==> src/rtl/coherency_watch_issuer.sv <==
// Issues batches of cache-line watch addresses and re-arms them after notify + backoff.
// Optional COHORT_WATCH_EXP_BACKOFF_EN: backoff doubles on each consecutive notify.
package dcp_pkg;
  typedef logic [63:0] paddr_t;
endpackage

module coherency_watch_issuer #(
  parameter int CacheLineNum = 4,
  parameter int BackoffWidth = 16,
  parameter int AddrWidth    = $bits(dcp_pkg::paddr_t),
  localparam int SizeWidth   = $clog2(CacheLineNum) + 1
) (
  input  logic                    clk_i,
  input  logic                    rst_ni,
  input  logic                    cfg_valid_i,
  output logic                    cfg_ready_o,
  input  logic [AddrWidth-1:0]    cfg_base_i,
  input  logic [SizeWidth-1:0]    cfg_size_i,
  input  logic [BackoffWidth-1:0] cfg_backoff_i,
  input  logic                    disable_i,
  output logic                    watch_valid_o,
  input  logic                    watch_ready_i,
  output logic [AddrWidth-1:0]    watch_addr_o,
  output logic                    watch_last_o,
  input  logic                    notify_valid_i,
  output logic                    notify_ready_o,
  output logic                    rearm_o
);

  typedef enum logic [1:0] {
    IDLE,
    ISSUE,
    WAIT,
    BACKOFF
  } state_e;

  state_e                  state_q, state_d;
  logic [AddrWidth-1:0]    base_q, base_d;
  logic [SizeWidth-1:0]    size_q, size_d;
  logic [SizeWidth-1:0]    idx_q, idx_d;
  logic [BackoffWidth-1:0] bo_q, bo_d;
  logic [BackoffWidth-1:0] cnt_q, cnt_d;
  logic                    rearm_q, rearm_d;
  logic                    dis_pend_q, dis_pend_d;

  logic [SizeWidth-1:0]    size_clamp;
  logic [AddrWidth-1:0]    beat_addr;
  logic                    is_last;

  assign size_clamp = (cfg_size_i > SizeWidth'(CacheLineNum))
                    ? SizeWidth'(CacheLineNum) : cfg_size_i;
  assign beat_addr  = base_q + (AddrWidth'(idx_q) << 6);
  assign is_last    = (idx_q == size_q - SizeWidth'(1));

  assign cfg_ready_o    = (state_q == IDLE) && !disable_i;
  assign notify_ready_o = (state_q == WAIT) && !disable_i;
  assign watch_valid_o  = (state_q == ISSUE);
  assign watch_addr_o   = watch_valid_o ? beat_addr : '0;
  assign watch_last_o   = watch_valid_o && is_last;
  assign rearm_o        = rearm_q;

  always_comb begin
    state_d    = state_q;
    base_d     = base_q;
    size_d     = size_q;
    idx_d      = idx_q;
    bo_d       = bo_q;
    cnt_d      = cnt_q;
    rearm_d    = 1'b0;
    dis_pend_d = dis_pend_q;
    case (state_q)
      IDLE: begin
        dis_pend_d = 1'b0;
        if (cfg_valid_i && cfg_ready_o) begin
          base_d = cfg_base_i;
          size_d = size_clamp;
          bo_d   = cfg_backoff_i;
          idx_d  = '0;
          if (size_clamp != '0) state_d = ISSUE;
        end
      end
      ISSUE: begin
        if (disable_i) dis_pend_d = 1'b1;
        if (watch_ready_i) begin
          // a disable seen mid-batch aborts once the shown beat is taken
          if (dis_pend_q || disable_i) begin
            state_d    = IDLE;
            idx_d      = '0;
            dis_pend_d = 1'b0;
          end else if (is_last) begin
            state_d = WAIT;
            idx_d   = '0;
            rearm_d = 1'b1;
          end else begin
            idx_d = idx_q + SizeWidth'(1);
          end
        end
      end
      WAIT: begin
        if (disable_i) begin
          state_d = IDLE;
        end else if (notify_valid_i) begin
`ifdef COHORT_WATCH_EXP_BACKOFF_EN
          bo_d = bo_q[BackoffWidth-1] ? '1 : {bo_q[BackoffWidth-2:0], 1'b0};
`endif
          idx_d = '0;
          if (bo_q == '0) begin
            state_d = ISSUE;
          end else begin
            cnt_d   = bo_q;
            state_d = BACKOFF;
          end
        end
      end
      BACKOFF: begin
        if (disable_i) begin
          state_d = IDLE;
          cnt_d   = '0;
        end else begin
          cnt_d = cnt_q - BackoffWidth'(1);
          if (cnt_q == BackoffWidth'(1)) begin
            state_d = ISSUE;
            idx_d   = '0;
          end
        end
      end
      default: state_d = IDLE;
    endcase
  end

  always_ff @(posedge clk_i or negedge rst_ni) begin
    if (!rst_ni) begin
      state_q    <= IDLE;
      base_q     <= '0;
      size_q     <= '0;
      idx_q      <= '0;
      bo_q       <= '0;
      cnt_q      <= '0;
      rearm_q    <= 1'b0;
      dis_pend_q <= 1'b0;
    end else begin
      state_q    <= state_d;
      base_q     <= base_d;
      size_q     <= size_d;
      idx_q      <= idx_d;
      bo_q       <= bo_d;
      cnt_q      <= cnt_d;
      rearm_q    <= rearm_d;
      dis_pend_q <= dis_pend_d;
    end
  end

endmodule

==> config.mk <==
export PLATFORM = sky130hd
export DESIGN_NAME = coherency_watch_issuer
export DESIGN_NICKNAME = d
export VERILOG_FILES = /design/src/rtl/coherency_watch_issuer.sv
export SDC_FILE = /design/constraint.sdc
export NUM_CORES = 1
export LEC_CHECK = 0
export ABC_AREA = 1
export BUFFER_PORTS_ARGS = -buffer_cell sky130_fd_sc_hd__buf_2
export CELL_PAD_IN_SITES_DETAIL_PLACEMENT = 1
export CELL_PAD_IN_SITES_GLOBAL_PLACEMENT = 1
export CORE_UTILIZATION = 38
export DETAILED_ROUTE_END_ITERATION = 8
export MAX_ROUTING_LAYER = met4
export PLACE_DENSITY_LB_ADDON = 0.1
export SLEW_MARGIN = 20
export SYNTH_ARGS = -nofsm -noshare
export SYNTH_HDL_FRONTEND = slang
export SYNTH_SLANG_ARGS = --single-unit
==> constraint.sdc <==
create_clock -name clk_i -period 3 [get_ports clk_i]
set_input_delay 0.75 -clock clk_i [delete_from_list [all_inputs] [get_ports clk_i]]
set_output_delay 0.75 -clock clk_i [all_outputs]
set_load 0.02 [all_outputs]
## Word-level counts from Yosys, hierarchy flattened

Index checks and enable logic that the tools add are counted.

| storage, ports and cells | value |
|---|---|
| register bits after elaboration | 106 |
| bits of input ports | 89 |
| output and inout bits | 69 |
| logic and storage cells | 79 |

| cells by class | value |
|---|---|
| add/sub/neg operators | 4 |
| magnitude comparators | 1 |
| eq/ne operators | 16 |
| muxes and demuxes | 35 |
| reductions and logical operators | 15 |

Operator list:

| operator | number |
|---|---|
| adder 64 x 9 -> 64 bit | 1 |
| 2-to-1 mux 16 bit | 4 |
| 2-to-1 mux 64 bit | 1 |
| case mux 16 bit (2 select lines) | 1 |
| 2-to-1 mux 3 bit | 9 |
| 2-to-1 mux 2 bit | 10 |
| == test 16 x 1 -> 1 bit (second input constant) | 1 |
| zero test 16 bit | 1 |
| subtractor 16 x 1 -> 16 bit (second input constant) | 1 |
| case mux 3 bit (4 select lines) | 1 |
| AND reduction 6 bit | 2 |
| != test 2 bit (second input constant) | 5 |
| case mux 2 bit (4 select lines) | 1 |
| 2-to-1 mux 1 bit | 7 |
| != test 2 x 1 -> 1 bit (second input constant) | 3 |
| != test 3 bit (second input constant) | 2 |
| == test 2 bit (second input constant) | 2 |
| logical AND 1 bit | 4 |
| AND reduction 4 bit | 1 |
| nonzero test 2 bit | 2 |
| adder 3 x 1 -> 3 bit (second input constant) | 1 |
| == test 3 bit | 1 |
| greater-than comparator 3 bit (second input constant) | 1 |
| != test 3 x 1 -> 1 bit (second input constant) | 1 |
| 8 further kinds | 8 |

## Longest topological paths before layout

| depth | value |
|---|---|
| depth in word-level cells | 6 |
| depth in mapped cells | 12 |

## Worst setup path before layout

OpenSTA, ideal clock, no wires.

| path | value |
|---|---|
| path type | register to output |
| from | register idx_q[0] |
| to | output watch_addr_o[36] |
| data arrival time | 2.145 ns |
| data required time | 2.250 ns |
| setup slack | 0.105 ns |
| cell stages (with the launch flop) | 12 |
| cell sequence | dfrtp_1 > ha_1 > inv_1 > fa_1 > inv_1 > nand2_1 > nand2_1 > nand3_1 > nor2_2 > nand2_1 > xor2_1 > nor2_1 |

| on the way | value |
|---|---|
| longest elaborated chain between the ends | 2 |

RTL lines:

| item | RTL line | source |
|---|---|---|
| from (decl) | 40 | `logic [SizeWidth-1:0] idx_q, idx_d;` |
| from (signal assigned) | 145 | `idx_q <= idx_d;` |
| adder 64 x 9 -> 64 bit | 52 | `assign beat_addr = base_q + (AddrWidth'(idx_q) << 6);` |
| 2-to-1 mux 64 bit | 58 | `assign watch_addr_o = watch_valid_o ? beat_addr : '0;` |
| to (decl) | 23 | `output logic [AddrWidth-1:0] watch_addr_o,` |

No other way between the ends.

## Final worst setup path

| path | value |
|---|---|
| from | register base_q[6] |
| to | output watch_addr_o[44] |

| on the way | value |
|---|---|
| longest elaborated chain between the ends | 2 |

RTL lines:

| item | RTL line | source |
|---|---|---|
| from (decl) | 38 | `logic [AddrWidth-1:0] base_q, base_d;` |
| from (signal assigned) | 143 | `base_q <= base_d;` |
| adder 64 x 9 -> 64 bit | 52 |  |
| 2-to-1 mux 64 bit | 58 |  |

No other way between the ends.

==> results by group <==
STA
  – Peak Freq: 317 MHz
  – Worst slew margin: 0.611
  – Final Hold Vio Count: 0
  – # setup viols final: 29
  – Worst-margin pin slew: 0.584 ns
  – Worst setup margin: -0.155 ns
  – Post-Route Setup TNS: -2.20 ns
  – Tcrit/Tclk final: 1.05
  – Crit path time final: 3.16 ns
  – Final max-slew violation count: 0
  – Setup Skew: 0.0119 ns
  – RSZ-0062 raised after global routing: true

Detailed routing
  – Post-route DRC violation count: 0
  – Initial DRC Count: 297
  – Post-DRT Antenna Nets: 0
  – Drt via density: 5.04
  – Drt pass-1 iters: 4
  – Total number of vias: 7547
  – Drt wl/cell: 17.0 um
  – WL final: 25.4 mm

Worst setup path
  – CP cell instances: ha_4 -> inv_2 -> fa_2 -> inv_2 -> nand2_2 -> nand2_4 -> nand3_4 -> buf_4 -> inv_2 -> nand3_2 -> xor2_1 -> nor2_1 -> buf_4
  – Setup CP Type: reg2out
  – Max stage delay cell, worst path: dfrtp_1
  – Critical path fanouts, max: 4
  – Startpoint types: flip-flop
  – Crit. End Element: primary output
  – Slowest stage delay, CP: 0.41 ns
  – CP most frequent cell: inv_2
  – Crit path required time: 2.25 ns
  – Arr. time, crit path: 2.41 ns

Power
  – Comb pwr share: 0.504
  – Internal Power: 4.17 mW
  – VDD IR max: 0.434 mV
  – PwrDens: 916 nW/um2
  – Switch share: 0.497
  – Static Leak: 4.36 nW
  – Sequential Power Share: 0.353
  – Switching pwr: 4.12 mW
  – Clk pwr share: 0.143

Die
  – Die Footprint: 19000 um2
  – Die Y: 138 um
  – FP Rows: 49
  – I/O Pins: 158
  – Initial core utilization: 0.390
  – Core box area: 18000 um2
  – Die width: 138 um

Synthesis
  – Syn Std Cell Area: 7030 um2
  – Sequential area share after synthesis: 0.377
  – Top-area cell type share of the netlist area: 0.377
  – Synth Warn #: 0
  – Post-synthesis net count: 1186
  – Flops & latches, synth: 106
  – Synth top area cells: dfrtp_1, nand2_1, nor2_1
  – Largest area contributor in the netlist: dfrtp_1
  – Syn avg cell area: 6.45 um2
  – Post-Syn Instances: 1089
  – Cell variety after synth: 40

Global route
  – Largest net degree at the start of global routing: 51
  – First-pass GRT wire length: 39.6 mm
  – Vias in the first global route: 7598
  – Initial antenna violation count: 0
  – Total GRT Usage: 0.285
  – Total grt overflow: 0

Clock tree
  – Hold-fix buffers at CTS: 0
  – Skew-Pair Late Insertion Delay: 0.37 ns
  – Number of CTS-inserted buffers: 9
  – CTS H-tree depth: 3
  – Clk sinks: 106
  – Root Buffer Master: clkbuf_16
  – Clock-pin slew on the worst setup and hold paths: 0.08 ns
  – Bufs on Longest Clock Path: 2
  – CTS tree: done

Placement
  – Dpl hpwl: 20.0 mm
  – Number of port buffers: 157
  – Final Wtd Congestion: 0.908

Outcome
  – Outcome: finished, violations left
  – Failing checks: negative setup slack

Layout
  – Share of layout cells above drive strength 1: 0.241
  – Inserted Diodes: 0
  – Area Overhead vs Synth: 28.9%
  – Fin nets: 1360
  – Final core utilization: 0.502
  – Filler cells: 2444

Job
  – Max-cap violation count: 0

Worst hold path
  – HP Class: in2async
metal layers:
layer  part of all wire  vias to the layer above  wire [um]  global-route usage
met2               0.53                      123      13400               0.517
met1               0.42                     3643      10700               0.325
met3              0.032                       30        801              0.0369
li1                   -                     3751          -                   -
met5                  0                        -          0                   -
met4              0.020                        0        514              0.0839
cell type report:
| cell class | instances | area, um2 | share of cell area |
|---|---|---|---|
| Timing Repair Buffer | 190 | 1190 | 0.132 |
| Sequential cell | 106 | 2660 | 0.294 |
| Multi-Input combinational cell | 866 | 4300 | 0.475 |
| Tap cell | 229 | 287 | 0.0316 |
| Clock buffer | 10 | 229 | 0.0253 |
| Clock inverter | 6 | 48.8 | 0.00539 |
| Inverter | 90 | 342 | 0.0377 |
sequential cells by signal, indices dropped and copies added (netlist names):
signal	cells
bo_q	16
base_q	64
dis_pend_q	1
idx_q	3
cnt_q	16
size_q	3
rearm_o	1
state_q	2
worst max-delay path, delay by kind of cell, from the launching register on:
family                   cells  cell delay [ns]
XOR/XNOR                     1             0.15
AND/OR/NAND/NOR              5             0.44
buffers and inverters        5             0.48
flip-flops                   1             0.41
adder cells (fa/ha/maj)      2             0.53
power groups by stage:
stage,logic [mW],registers (mW),clock network (mW)
3_3_place_gp,3.83,2.89,0
4_1_cts,4.02,2.89,1.21
2_1_floorplan,2.73,2.59,0
6_report,4.18,2.93,1.19
3_5_place_dp,3.91,2.89,0
5_1_grt,4.70,3.02,1.25
what timing repair did:
action                                  CTS  global route
cloned                                    0             0
endpoints found under the setup margin   50            53
resized for setup                        52            93
buffers inserted                          7            11
pin swaps                                15            33
cells in the final DEF (no fill, tap or decap), types with 12 or more instances in the layout:
cell and count:
a21oi_1 22, buf_2 126, buf_4 52, dfrtp_1 99, inv_1 81, nand2_1 400
nand3_1 42, nand4_1 12, nor2_1 180, nor2_2 15, nor2_4 14, o21ai_0 70
xor2_1 13
synthesized netlist by cell type:
| cell | instances |
|---|---|
| inv_1 | 87 |
| or2_1 | 1 |
| ha_1 | 7 |
| xor2_1 | 18 |
| clkbuf_1 | 5 |
| o21bai_1 | 6 |
| nor3_1 | 7 |
| nand2_4 | 2 |
| o21ai_1 | 4 |
| a211oi_1 | 1 |
| o22ai_1 | 3 |
| nor2_1 | 198 |
| a21boi_0 | 1 |
| nand2_1 | 414 |
| nand2_2 | 3 |
| buf_1 | 5 |
| buf_6 | 2 |
| nor2_2 | 8 |
| xnor2_1 | 10 |
| a21o_1 | 1 |
| o21ai_2 | 1 |
| nand3_1 | 50 |
| nand3b_1 | 3 |
| and2_1 | 2 |
| nand3_4 | 1 |
| nand4_1 | 12 |
| dfrtp_1 | 106 |
| and3_1 | 1 |
| nor3b_1 | 1 |
| nor3_2 | 4 |
| buf_4 | 4 |
| inv_2 | 3 |
| a21oi_1 | 26 |
| o21ai_0 | 74 |
| o22ai_2 | 1 |
| nor2_4 | 3 |
| a31oi_1 | 1 |
| fa_1 | 1 |
| buf_2 | 11 |
| nand3_2 | 1 |
cell families after synthesis:
family	count (synthesis)	share of synthesized area
flops	106	0.377
buf+inv	117	0.0687
compound gates	119	0.0903
xor+xnor	28	0.0349
simple gates	711	0.413
fa+ha+maj	8	0.0153
per-stage QoR:
step	instance area, um2	worst slack (ns)	hold WS (ns)	power, mW	std cells
after CTS	8670	-0.165	0.393	8.11	1489
final	9060	-0.155	0.368	8.29	1497
after global routing	9060	-0.306	0.424	8.97	1497
after detailed placement	8160	-0.0600	0.487	6.80	1467
after floorplan	7030	0.105	0.454	5.33	1089
after global placement	8160	0.0326	0.474	6.71	1467
final timing paths:
kind,endpoint,depth (start not counted),slack [ns],startpoint
min in group clk_i,bo_q[11],2,0.53,bo_q[11]
min reg2reg,bo_q[11],2,0.53,bo_q[11]
max,watch_addr_o[44],13,-0.16,base_q[6]
max reg2reg,cnt_q[2],6,1.15,state_q[1]
min,base_q[37],1,0.37,rst_ni
max in group asynchronous,idx_q[2],2,2.00,rst_ni
(Power assumes the default switching activity.)
